## src/rtl/fir_tm_pkg.sv

```systemverilog
// ---------------------------------------------------------------------------
// fir_tm_pkg
//
// Definitions shared by the time-multiplexed FIR tap sequencer:
//   - state_e     : sequencer state encoding (IDLE, MAC, OUT)
//   - DL_DEPTH    : depth of the SRL delay line (maximum tap count)
//   - ADDR_W      : width of the delay-line / coefficient address
//   - acc_width() : accumulator width derived from sample and coefficient
//                   widths, sized for 16 full-scale products
//   - frac_shift(): right shift that turns a Q1.(CWL-1) product sum back
//                   into a sample-scale value
//   - sat_max() / sat_min(): signed limits of a WL-bit output word
// ---------------------------------------------------------------------------
package fir_tm_pkg;

   typedef enum logic [1:0] {
      ST_IDLE = 2'd0,
      ST_MAC  = 2'd1,
      ST_OUT  = 2'd2
   } state_e;

   localparam int DL_DEPTH = 16;
   localparam int ADDR_W   = 4;

   localparam int WL_DEFAULT  = 12;
   localparam int CWL_DEFAULT = 12;

   // Four guard bits cover the sum of DL_DEPTH (= 2^4) full-scale products.
   function automatic int acc_width(input int wl, input int cwl);
      return wl + cwl + 4;
   endfunction

   // Coefficients are Q1.(CWL-1); dropping CWL-1 LSBs restores sample scale.
   function automatic int frac_shift(input int cwl);
      return cwl - 1;
   endfunction

   function automatic int sat_max(input int wl);
      return (1 << (wl - 1)) - 1;
   endfunction

   function automatic int sat_min(input int wl);
      return -(1 << (wl - 1));
   endfunction

endpackage

```

## src/rtl/fir_tm_tap_sequencer_if.sv

```systemverilog
// ---------------------------------------------------------------------------
// fir_tm_tap_sequencer_if
//
// Bundles every non-clock signal of the tap sequencer:
//   sample in    : in_valid, in_ready, in_data
//   result out   : out_valid, out_ready, out_data
//   delay line   : dl_en, dl_in, dl_addr, dl_out
//   coefficients : coef_addr, coef_data
//
// Handshake rules (both in_* and out_* channels): a transfer happens on a
// rising CLK edge where valid and ready are both 1. A source holding valid
// keeps its data stable until that edge; ready may be driven independently
// of valid; neither side may withdraw valid once it is raised without a
// transfer. dl_out and coef_data are combinational responses to the
// addresses presented in the same cycle.
//
// modport master : the sequencer engine
// modport slave  : the surrounding datapath (source, sink, SRL, coef store)
// ---------------------------------------------------------------------------
interface fir_tm_tap_sequencer_if
   import fir_tm_pkg::*;
#(
   parameter int WL  = WL_DEFAULT,
   parameter int CWL = CWL_DEFAULT
);

   logic              in_valid;
   logic              in_ready;
   logic [WL-1:0]     in_data;

   logic              out_valid;
   logic              out_ready;
   logic [WL-1:0]     out_data;

   logic              dl_en;
   logic [WL-1:0]     dl_in;
   logic [ADDR_W-1:0] dl_addr;
   logic [WL-1:0]     dl_out;

   logic [ADDR_W-1:0] coef_addr;
   logic [CWL-1:0]    coef_data;

   modport master (
      input  in_valid, in_data, out_ready, dl_out, coef_data,
      output in_ready, out_valid, out_data, dl_en, dl_in, dl_addr, coef_addr
   );

   modport slave (
      output in_valid, in_data, out_ready, dl_out, coef_data,
      input  in_ready, out_valid, out_data, dl_en, dl_in, dl_addr, coef_addr
   );

endinterface

```

## src/rtl/fir_tm_sat.sv

```systemverilog
// ---------------------------------------------------------------------------
// fir_tm_sat
//
// Combinational output stage: arithmetic right shift of the accumulator by
// CWL-1 (floor toward minus infinity), then clamp to the signed WL-bit range.
//
// Ports:
//   acc_i : signed accumulator value, ACCW bits
//   sat_o : shifted and saturated result, WL bits (two's complement)
// ---------------------------------------------------------------------------
module fir_tm_sat
   import fir_tm_pkg::*;
#(
   parameter int WL   = WL_DEFAULT,
   parameter int CWL  = CWL_DEFAULT,
   parameter int ACCW = acc_width(WL, CWL)
) (
   input  logic signed [ACCW-1:0] acc_i,
   output logic        [WL-1:0]   sat_o
);

   localparam int SHIFT = frac_shift(CWL);
   localparam logic signed [ACCW-1:0] MAX_V = ACCW'(sat_max(WL));
   localparam logic signed [ACCW-1:0] MIN_V = ACCW'(sat_min(WL));

   logic signed [ACCW-1:0] shifted;

   always_comb begin
      shifted = acc_i >>> SHIFT;
      if (shifted > MAX_V) begin
         sat_o = MAX_V[WL-1:0];
      end else if (shifted < MIN_V) begin
         sat_o = MIN_V[WL-1:0];
      end else begin
         sat_o = shifted[WL-1:0];
      end
   end

endmodule

```

## src/rtl/fir_tm_tap_sequencer.sv

```systemverilog
// ---------------------------------------------------------------------------
// fir_tm_tap_sequencer
//
// Control and MAC engine of a time-multiplexed FIR built around a 16-deep
// SRL delay line. For each accepted input sample the engine:
//   1. shifts the sample into the delay line (dl_en pulse in IDLE),
//   2. sweeps dl_addr/coef_addr over taps 0..TAPS-1, accumulating
//      x[n-k] * c[k] at full precision (one tap per cycle),
//   3. presents the shifted, saturated sum on out_data until taken.
// One sample costs TAPS+2 cycles: 1 IDLE + TAPS MAC + 1 OUT.
//
// Parameters:
//   WL   : sample / output word length (signed)
//   CWL  : coefficient word length (signed Q1.(CWL-1))
//   TAPS : number of taps, 1..16
//   ACCW : accumulator width
//
// Ports:
//   CLK       : clock, rising edge
//   RSTn      : asynchronous active-low reset
//   bus       : sample, result, delay-line and coefficient signals
//   dbg_state : current sequencer state
// ---------------------------------------------------------------------------
module fir_tm_tap_sequencer
   import fir_tm_pkg::*;
#(
   parameter int WL   = WL_DEFAULT,
   parameter int CWL  = CWL_DEFAULT,
   parameter int TAPS = DL_DEPTH,
   parameter int ACCW = acc_width(WL, CWL)
) (
   input  logic                   CLK,
   input  logic                   RSTn,
   fir_tm_tap_sequencer_if.master bus,
   output state_e                 dbg_state
);

   localparam int PRODW = WL + CWL;
   localparam logic [ADDR_W-1:0] LAST_K = ADDR_W'(TAPS - 1);

   state_e                  state_q, state_d;
   logic [ADDR_W-1:0]       k_q, k_d;
   logic signed [ACCW-1:0]  acc_q, acc_d;
   logic                    in_ready_q, in_ready_d;
   logic                    out_valid_q, out_valid_d;
   logic [WL-1:0]           out_data_q, out_data_d;

   logic signed [PRODW-1:0] smp_ext;
   logic signed [PRODW-1:0] coef_ext;
   logic signed [PRODW-1:0] prod;
   logic signed [ACCW-1:0]  prod_ext;
   logic signed [ACCW-1:0]  acc_sum;
   logic [WL-1:0]           sat_y;

   // Both operands are sign-extended to the product width so the multiply
   // is exact; the WL+CWL-bit result cannot overflow.
   always_comb begin
      smp_ext  = {{CWL{bus.dl_out[WL-1]}}, bus.dl_out};
      coef_ext = {{WL{bus.coef_data[CWL-1]}}, bus.coef_data};
      prod     = smp_ext * coef_ext;
      prod_ext = {{(ACCW-PRODW){prod[PRODW-1]}}, prod};
      acc_sum  = acc_q + prod_ext;
   end

   // acc_sum already includes the last tap on the final MAC cycle, so the
   // result can be registered on the edge that enters OUT.
   fir_tm_sat #(
      .WL   (WL),
      .CWL  (CWL),
      .ACCW (ACCW)
   ) u_sat (
      .acc_i (acc_sum),
      .sat_o (sat_y)
   );

   always_comb begin
      state_d     = state_q;
      k_d         = k_q;
      acc_d       = acc_q;
      in_ready_d  = in_ready_q;
      out_valid_d = out_valid_q;
      out_data_d  = out_data_q;

      case (state_q)
         ST_IDLE: begin
            // in_ready is low for the first cycle after reset and rises here.
            in_ready_d = 1'b1;
            if (bus.in_valid && in_ready_q) begin
               state_d    = ST_MAC;
               k_d        = '0;
               acc_d      = '0;
               in_ready_d = 1'b0;
            end
         end

         ST_MAC: begin
            acc_d = acc_sum;
            if (k_q == LAST_K) begin
               state_d     = ST_OUT;
               k_d         = '0;
               out_valid_d = 1'b1;
               out_data_d  = sat_y;
            end else begin
               k_d = k_q + ADDR_W'(1);
            end
         end

         ST_OUT: begin
            if (bus.out_ready) begin
               state_d     = ST_IDLE;
               out_valid_d = 1'b0;
               in_ready_d  = 1'b1;
            end
         end

         default: begin
            state_d     = ST_IDLE;
            k_d         = '0;
            in_ready_d  = 1'b0;
            out_valid_d = 1'b0;
         end
      endcase
   end

   always_ff @(posedge CLK or negedge RSTn) begin
      if (!RSTn) begin
         state_q     <= ST_IDLE;
         k_q         <= '0;
         acc_q       <= '0;
         in_ready_q  <= 1'b0;
         out_valid_q <= 1'b0;
         out_data_q  <= '0;
      end else begin
         state_q     <= state_d;
         k_q         <= k_d;
         acc_q       <= acc_d;
         in_ready_q  <= in_ready_d;
         out_valid_q <= out_valid_d;
         out_data_q  <= out_data_d;
      end
   end

   // k is forced back to 0 whenever MAC ends, so it doubles as the read
   // address and reads tap 0 outside MAC.
   assign bus.in_ready  = in_ready_q;
   assign bus.out_valid = out_valid_q;
   assign bus.out_data  = out_data_q;
   assign bus.dl_en     = bus.in_valid & in_ready_q;
   assign bus.dl_in     = bus.in_data;
   assign bus.dl_addr   = k_q;
   assign bus.coef_addr = k_q;
   assign dbg_state     = state_q;

endmodule

```

## src/flat_wrapper.sv

```systemverilog
// flat-port wrapper written by rule: the top's interface ports become plain ports
module fir_tm_tap_sequencer_flat import fir_tm_pkg::*;
#(
   parameter int WL   = WL_DEFAULT,
   parameter int CWL  = CWL_DEFAULT,
   parameter int TAPS = DL_DEPTH,
   parameter int ACCW = acc_width(WL, CWL)
)
  (CLK, RSTn, dbg_state, bus_in_valid, bus_in_data, bus_out_ready, bus_dl_out, bus_coef_data, bus_in_ready, bus_out_valid, bus_out_data, bus_dl_en, bus_dl_in, bus_dl_addr, bus_coef_addr);
  fir_tm_tap_sequencer_if #(.WL(WL), .CWL(CWL)) bus_i ();
  input  logic CLK;
  input  logic RSTn;
  output state_e dbg_state;
  input wire logic [$bits(bus_i.in_valid)-1:0] bus_in_valid;
  input wire logic [$bits(bus_i.in_data)-1:0] bus_in_data;
  input wire logic [$bits(bus_i.out_ready)-1:0] bus_out_ready;
  input wire logic [$bits(bus_i.dl_out)-1:0] bus_dl_out;
  input wire logic [$bits(bus_i.coef_data)-1:0] bus_coef_data;
  output wire logic [$bits(bus_i.in_ready)-1:0] bus_in_ready;
  output wire logic [$bits(bus_i.out_valid)-1:0] bus_out_valid;
  output wire logic [$bits(bus_i.out_data)-1:0] bus_out_data;
  output wire logic [$bits(bus_i.dl_en)-1:0] bus_dl_en;
  output wire logic [$bits(bus_i.dl_in)-1:0] bus_dl_in;
  output wire logic [$bits(bus_i.dl_addr)-1:0] bus_dl_addr;
  output wire logic [$bits(bus_i.coef_addr)-1:0] bus_coef_addr;
  assign bus_i.in_valid = bus_in_valid;
  assign bus_i.in_data = bus_in_data;
  assign bus_i.out_ready = bus_out_ready;
  assign bus_i.dl_out = bus_dl_out;
  assign bus_i.coef_data = bus_coef_data;
  assign bus_in_ready = bus_i.in_ready;
  assign bus_out_valid = bus_i.out_valid;
  assign bus_out_data = bus_i.out_data;
  assign bus_dl_en = bus_i.dl_en;
  assign bus_dl_in = bus_i.dl_in;
  assign bus_dl_addr = bus_i.dl_addr;
  assign bus_coef_addr = bus_i.coef_addr;
  fir_tm_tap_sequencer #(.WL(WL), .CWL(CWL), .TAPS(TAPS), .ACCW(ACCW)) u_core (.CLK(CLK), .RSTn(RSTn), .bus(bus_i), .dbg_state(dbg_state));
endmodule
```

## config.mk

```make
export PLATFORM = sky130hd
export DESIGN_NAME = fir_tm_tap_sequencer_flat
export DESIGN_NICKNAME = d
export VERILOG_FILES = /design/src/rtl/fir_tm_pkg.sv /design/src/rtl/fir_tm_tap_sequencer_if.sv /design/src/rtl/fir_tm_sat.sv /design/src/rtl/fir_tm_tap_sequencer.sv /design/src/flat_wrapper.sv
export SDC_FILE = /design/constraint.sdc
export NUM_CORES = 1
export LEC_CHECK = 0
export ABC_CLOCK_PERIOD_IN_PS = 7100
export BUFFER_PORTS_ARGS = -buffer_cell sky130_fd_sc_hd__buf_4
export CORE_MARGIN = 2
export CORE_UTILIZATION = 42
export CTS_BUF_LIST = sky130_fd_sc_hd__clkbuf_4
export CTS_CLUSTER_SIZE = 10
export DETAILED_ROUTE_END_ITERATION = 10
export GPL_ROUTABILITY_DRIVEN = 0
export GPL_TIMING_DRIVEN = 0
export PLACE_DENSITY_LB_ADDON = 0.05
export RECOVER_POWER = 50
export SLEW_MARGIN = 0
export SYNTH_ARGS = -nofsm -noshare
export SYNTH_HDL_FRONTEND = slang
export SYNTH_SLANG_ARGS = --single-unit
```

## constraint.sdc

```tcl
create_clock -name CLK -period 7.1 [get_ports CLK]
set_input_delay 2.13 -clock CLK [delete_from_list [all_inputs] [get_ports CLK]]
set_output_delay 2.13 -clock CLK [all_outputs]
set_load 0.01 [all_outputs]
```

==> metrics.txt <==
# TYPE chip_impl_metric gauge
chip_impl_metric{name="worst_slew_pin_slew",unit="ns"} 2.597
chip_impl_info{name="startpoint",value="bus_dl_out[5]"} 1
chip_impl_metric{name="coreArea",unit="um^2"} 21020
chip_impl_metric{name="dp_worst_setup_slack",unit="ns"} -1.486
chip_impl_metric{name="route.vias.total",unit=""} 6559
chip_impl_metric{name="worstPathMaxFanout",unit=""} 6
chip_impl_metric{name="grt_remaining_overflow",unit=""} 0
chip_impl_metric{name="finalCoreUtilization",unit="%"} 53.87
chip_impl_info{name="hold_start",value="u_core.acc_q[8]$_DFFE_PN0P_"} 1
chip_impl_info{name="timing.hold.worst.class",value="register to register"} 1
chip_impl_metric{name="post_synthesis_net_count",unit=""} 1219
chip_impl_metric{name="worst_path_required_time",unit="ns"} 7.36
chip_impl_metric{name="placed_wire_length_estimate",unit="mm"} 18.15
chip_impl_metric{name="numCtsBuffers",unit=""} 5
chip_impl_info{name="most-common-layout-cells",value="sky130_fd_sc_hd__inv_1 (184), sky130_fd_sc_hd__fa_1 (165), sky130_fd_sc_hd__buf_4 (118)"} 1
chip_impl_metric{name="clock_path_buffers",unit=""} 2
chip_impl_metric{name="synth_compound_area_share",unit="%"} 10.29
chip_impl_metric{name="syn_inst",unit=""} 924
chip_impl_metric{name="clock-skew-final",unit="ns"} 0.01928
chip_impl_metric{name="adder_and_majority_gate_portion_of_the_synthesized_area",unit="%"} 50.54
chip_impl_metric{name="synth.yosys.seq_area_share",unit="%"} 13.39
chip_impl_metric{name="endpoint_arrival_time_on_the_critical_path",unit="ns"} 8.01
chip_impl_info{name="post_synth_main_area_contributors",value="sky130_fd_sc_hd__fa_1 (40%), sky130_fd_sc_hd__dfrtp_1 (13%), sky130_fd_sc_hd__ha_1 (11%)"} 1
chip_impl_info{name="timing.critical_path.cells",value="buf_8 > clkbuf_16 > and2_4 > fa_1 > inv_2 > fa_1 > inv_2 > fa_1 > fa_1 > fa_1 > fa_2 > ha_4 > a211o_1 > o211ai_1 > a21oi_1 > a311o_2 > o21ba_1 > a311o_1 > nor4_4 > a21oi_2 > buf_4 > a221o_1"} 1
chip_impl_metric{name="finish.net_count",unit=""} 1346
chip_impl_metric{name="grt_pass1_vias",unit=""} 6869
chip_impl_metric{name="maxSlewHeadroom",unit="%"} -73.12
chip_impl_metric{name="layout_min_cycle_time",unit="ns"} 7.754
chip_impl_metric{name="pin_count",unit=""} 77
chip_impl_metric{name="mappedNetlistArea",unit="um^2"} 8972
chip_impl_metric{name="fin_crit_sh",unit="%"} 109.2
chip_impl_metric{name="fp.dieArea",unit="um^2"} 22550
chip_impl_metric{name="length_of_the_first_detailed_routing_pass_in_iterations",unit=""} 4
chip_impl_metric{name="drv.max_cap_violation_count",unit=""} 1
chip_impl_metric{name="postSynthAreaPerCell",unit="um^2"} 9.710
chip_impl_metric{name="clkSinkCount",unit=""} 48
chip_impl_metric{name="path_clk_slew",unit="ns"} 0.14
chip_impl_metric{name="post-place-cells",unit=""} 1263
chip_impl_metric{name="finalMaxSlewViolations",unit=""} 49
chip_impl_metric{name="largest_net_degree_at_the_start_of_global_routing",unit=""} 49
chip_impl_metric{name="syn2layout_area_growth",unit="%"} 26.20
chip_impl_info{name="clock_tree_from_tritoncts",value="built"} 1
chip_impl_info{name="synthDominantAreaCellType",value="sky130_fd_sc_hd__fa_1"} 1
chip_impl_info{name="status",value="complete, but fails checks"} 1
chip_impl_metric{name="row_count",unit=""} 53
chip_impl_info{name="setup.worst_path.start_class",value="input pin"} 1
chip_impl_metric{name="yosys.area_share.xor_xnor",unit="%"} 2.831
chip_impl_metric{name="ant_nets",unit=""} 0
chip_impl_metric{name="number_of_filler_cells_placed_in_the_layout",unit=""} 1960
chip_impl_info{name="critical-path-top-cell-by-count",value="sky130_fd_sc_hd__fa_1"} 1
chip_impl_metric{name="final_critical_path_setup_slack",unit="ns"} -0.6545
chip_impl_metric{name="detail_route.vias_per_cell",unit=""} 4.946
chip_impl_metric{name="fmaxAchievable",unit="GHz"} 0.1290
chip_impl_metric{name="clk_latency",unit="ns"} 0.37
chip_impl_metric{name="synthMuxAreaShare",unit="%"} 0
chip_impl_info{name="synth_top_family_by_area",value="adder cells"} 1
chip_impl_metric{name="wirelength",unit="mm"} 21.92
chip_impl_info{name="critPathKind",value="input pin to register"} 1
chip_impl_info{name="critical-path-top-delay-family",value="adder cells"} 1
chip_impl_metric{name="grt_pass1_wl",unit="mm"} 36.85
chip_impl_metric{name="synthesis.yosys.warnings",unit=""} 0
chip_impl_metric{name="final_cell_count_no_fill",unit=""} 1326
chip_impl_metric{name="dr.first_iter.drc_count",unit=""} 274
chip_impl_metric{name="grt_util_all_layers",unit="%"} 20.77
chip_impl_info{name="worstReg2RegStart",value="u_core.acc_q[7]$_DFFE_PN0P_"} 1
chip_impl_metric{name="synthSimpleGateAreaFrac",unit="%"} 11.95
chip_impl_metric{name="timing.critical_path.slowest_cell_delay",unit="ns"} 0.55
chip_impl_info{name="layout.cells.most_common",value="sky130_fd_sc_hd__inv_1"} 1
chip_impl_info{name="rsz0062_at_grt",value="true"} 1
chip_impl_metric{name="io_buf_count",unit=""} 64
chip_impl_metric{name="die_x",unit="um"} 150.2
chip_impl_metric{name="fp.dieH",unit="um"} 150.2
chip_impl_metric{name="share_of_post_route_cells_with_drive_strength_above_1",unit="%"} 26.55
chip_impl_metric{name="floorplan.initialDensity",unit="%"} 42.68
chip_impl_metric{name="antennaDiodeCount",unit=""} 0
chip_impl_metric{name="setup_viol_count_final",unit=""} 17
chip_impl_metric{name="final.hold.worst_slack",unit="ns"} 0.4960
chip_impl_info{name="setup.worst_path.end_class",value="register"} 1
chip_impl_metric{name="critical_path_buf_inv_count",unit=""} 5
chip_impl_metric{name="grt_antenna_before_repair",unit=""} 0
chip_impl_info{name="critical_path.slowest_cell",value="sky130_fd_sc_hd__fa_1"} 1
chip_impl_info{name="cts_root_buf",value="sky130_fd_sc_hd__clkbuf_4"} 1
chip_impl_metric{name="ys_ff_latch",unit=""} 48
chip_impl_metric{name="synthDominantCellAreaShare",unit="%"} 39.94
chip_impl_metric{name="cts_hold_repair.buffers",unit=""} 0
chip_impl_info{name="failed_checks",value="max-capacitance violations, max-slew violations, negative setup slack"} 1
chip_impl_metric{name="remaining_drc_errors",unit=""} 0
chip_impl_metric{name="wl_per_cell",unit="um"} 16.53
chip_impl_metric{name="synth_cell_types",unit=""} 51
chip_impl_metric{name="hold_violations",unit=""} 0
chip_impl_metric{name="cts-htree-levels",unit=""} 2
routing by layer:
layer | wire length (um) | global-route usage [%] | vias up
li1 | - | - | 3110
met5 | 0 | 0 | -
met4 | 224 | 2.783 | 0
met3 | 533 | 1.182 | 14
met2 | 10420 | 33.42 | 102
met1 | 10750 | 31.90 | 3333
area by class of cell:
class                      instances  area (um^2)  share of cell area (%)
buffer                            51        579.3                   5.116
clock buffer                       6        45.04                  0.3978
multi-input combinational        631         7428                   65.60
sequential                        48         1201                   10.61
tap                              275        344.1                   3.039
clock inverter                     1        5.005                 0.04420
inverter                         194        732.0                   6.464
timing repair buffer             120        988.4                   8.729
worst paths after layout:
path	end	slack, ns	depth (start not counted)
setup / recovery	u_core.bus.out_data[5]$_DFFE_PN0P_	-0.65	22
hold / removal	u_core.acc_q[8]$_DFFE_PN0P_	0.50	2
setup reg to reg	u_core.bus.out_data[5]$_DFFE_PN0P_	1.65	20
hold reg to reg	u_core.acc_q[8]$_DFFE_PN0P_	0.50	2
max in group asynchronous	u_core.bus.coef_addr[1]$_DFFE_PN0P_	3.07	1
min in group asynchronous	u_core.acc_q[23]$_DFFE_PN0P_	2.55	1
sequential cells by signal (all words and copies together), names as in the netlist:
register              flops
u_core.acc_q             28
u_core.bus.out_data      12
u_core.bus.coef_addr      4
u_core.bus.out_valid      1
u_core.bus.in_ready       1
u_core.dbg_state          2
through the flow:
| step | setup TNS (ns) | cell area, um^2 |
|---|---|---|
| 3_5_place_dp | -26.06 | 10070 |
| 4_1_cts | -7.640 | 10930 |
| 3_3_place_gp | -26.33 | 10070 |
| 2_1_floorplan | -6.149 | 9245 |
| 5_1_grt | -10.69 | 11320 |
| 6_report | -7.738 | 11320 |
worst register-to-register path: stages (launching register included):
cell and delay [ns]:
sky130_fd_sc_hd__dfrtp_1 0.37, sky130_fd_sc_hd__inv_1 0.09, sky130_fd_sc_hd__fa_1 0.55, sky130_fd_sc_hd__inv_2 0.04, sky130_fd_sc_hd__fa_1 0.50, sky130_fd_sc_hd__inv_1 0.05, sky130_fd_sc_hd__fa_1 0.50, sky130_fd_sc_hd__inv_1 0.06
sky130_fd_sc_hd__fa_2 0.55, sky130_fd_sc_hd__ha_4 0.21, sky130_fd_sc_hd__ha_4 0.24, sky130_fd_sc_hd__o211a_1 0.13, sky130_fd_sc_hd__a21oi_2 0.19, sky130_fd_sc_hd__o21ai_2 0.11, sky130_fd_sc_hd__a311o_2 0.41, sky130_fd_sc_hd__o21ba_1 0.21
sky130_fd_sc_hd__a311o_1 0.39, sky130_fd_sc_hd__nor4_4 0.19, sky130_fd_sc_hd__a21oi_2 0.12, sky130_fd_sc_hd__buf_4 0.17, sky130_fd_sc_hd__a221o_1 0.27
synthesized netlist by cell type, drive strengths merged:
cell / number
o2111a: 1
nand2b: 2
a31oi: 3
a2111oi: 1
nand2: 99
a311o: 8
o21ba: 2
clkbuf: 32
a211oi: 2
a21o: 7
a31o: 1
a211o: 3
nor3: 3
a221o: 8
o211ai: 4
buf: 19
and2: 71
a21oi: 21
nand4: 5
or3: 1
nand3: 1
a22o: 19
o211a: 2
and3: 7
nor4: 3
nand3b: 1
o2111ai: 2
o21a: 3
ha: 76
nor2b: 1
o21bai: 3
xnor2: 19
nor2: 27
dfrtp: 48
xor2: 10
a22oi: 2
fa: 179
o31ai: 1
o221a: 1
inv: 194
o21ai: 32
cells by family after synthesis:
| logic type | Yosys count |
|---|---|
| compound gates | 126 |
| xor+xnor | 29 |
| fa+ha+maj | 255 |
| buf+inv | 245 |
| flops | 48 |
| simple gates | 221 |
repair_timing:
| item | CTS | global route |
|---|---|---|
| pin swaps | 40 | 35 |
| gates cloned | 3 | 0 |
| buffers inserted | 37 | 16 |
| gates resized for setup | 96 | 69 |
| endpoints found under the setup margin | 25 | 27 |
Power is left out: the tool's default activity adds up to more than one toggle a clock period on the data nets, which glitch-free logic cannot reach.
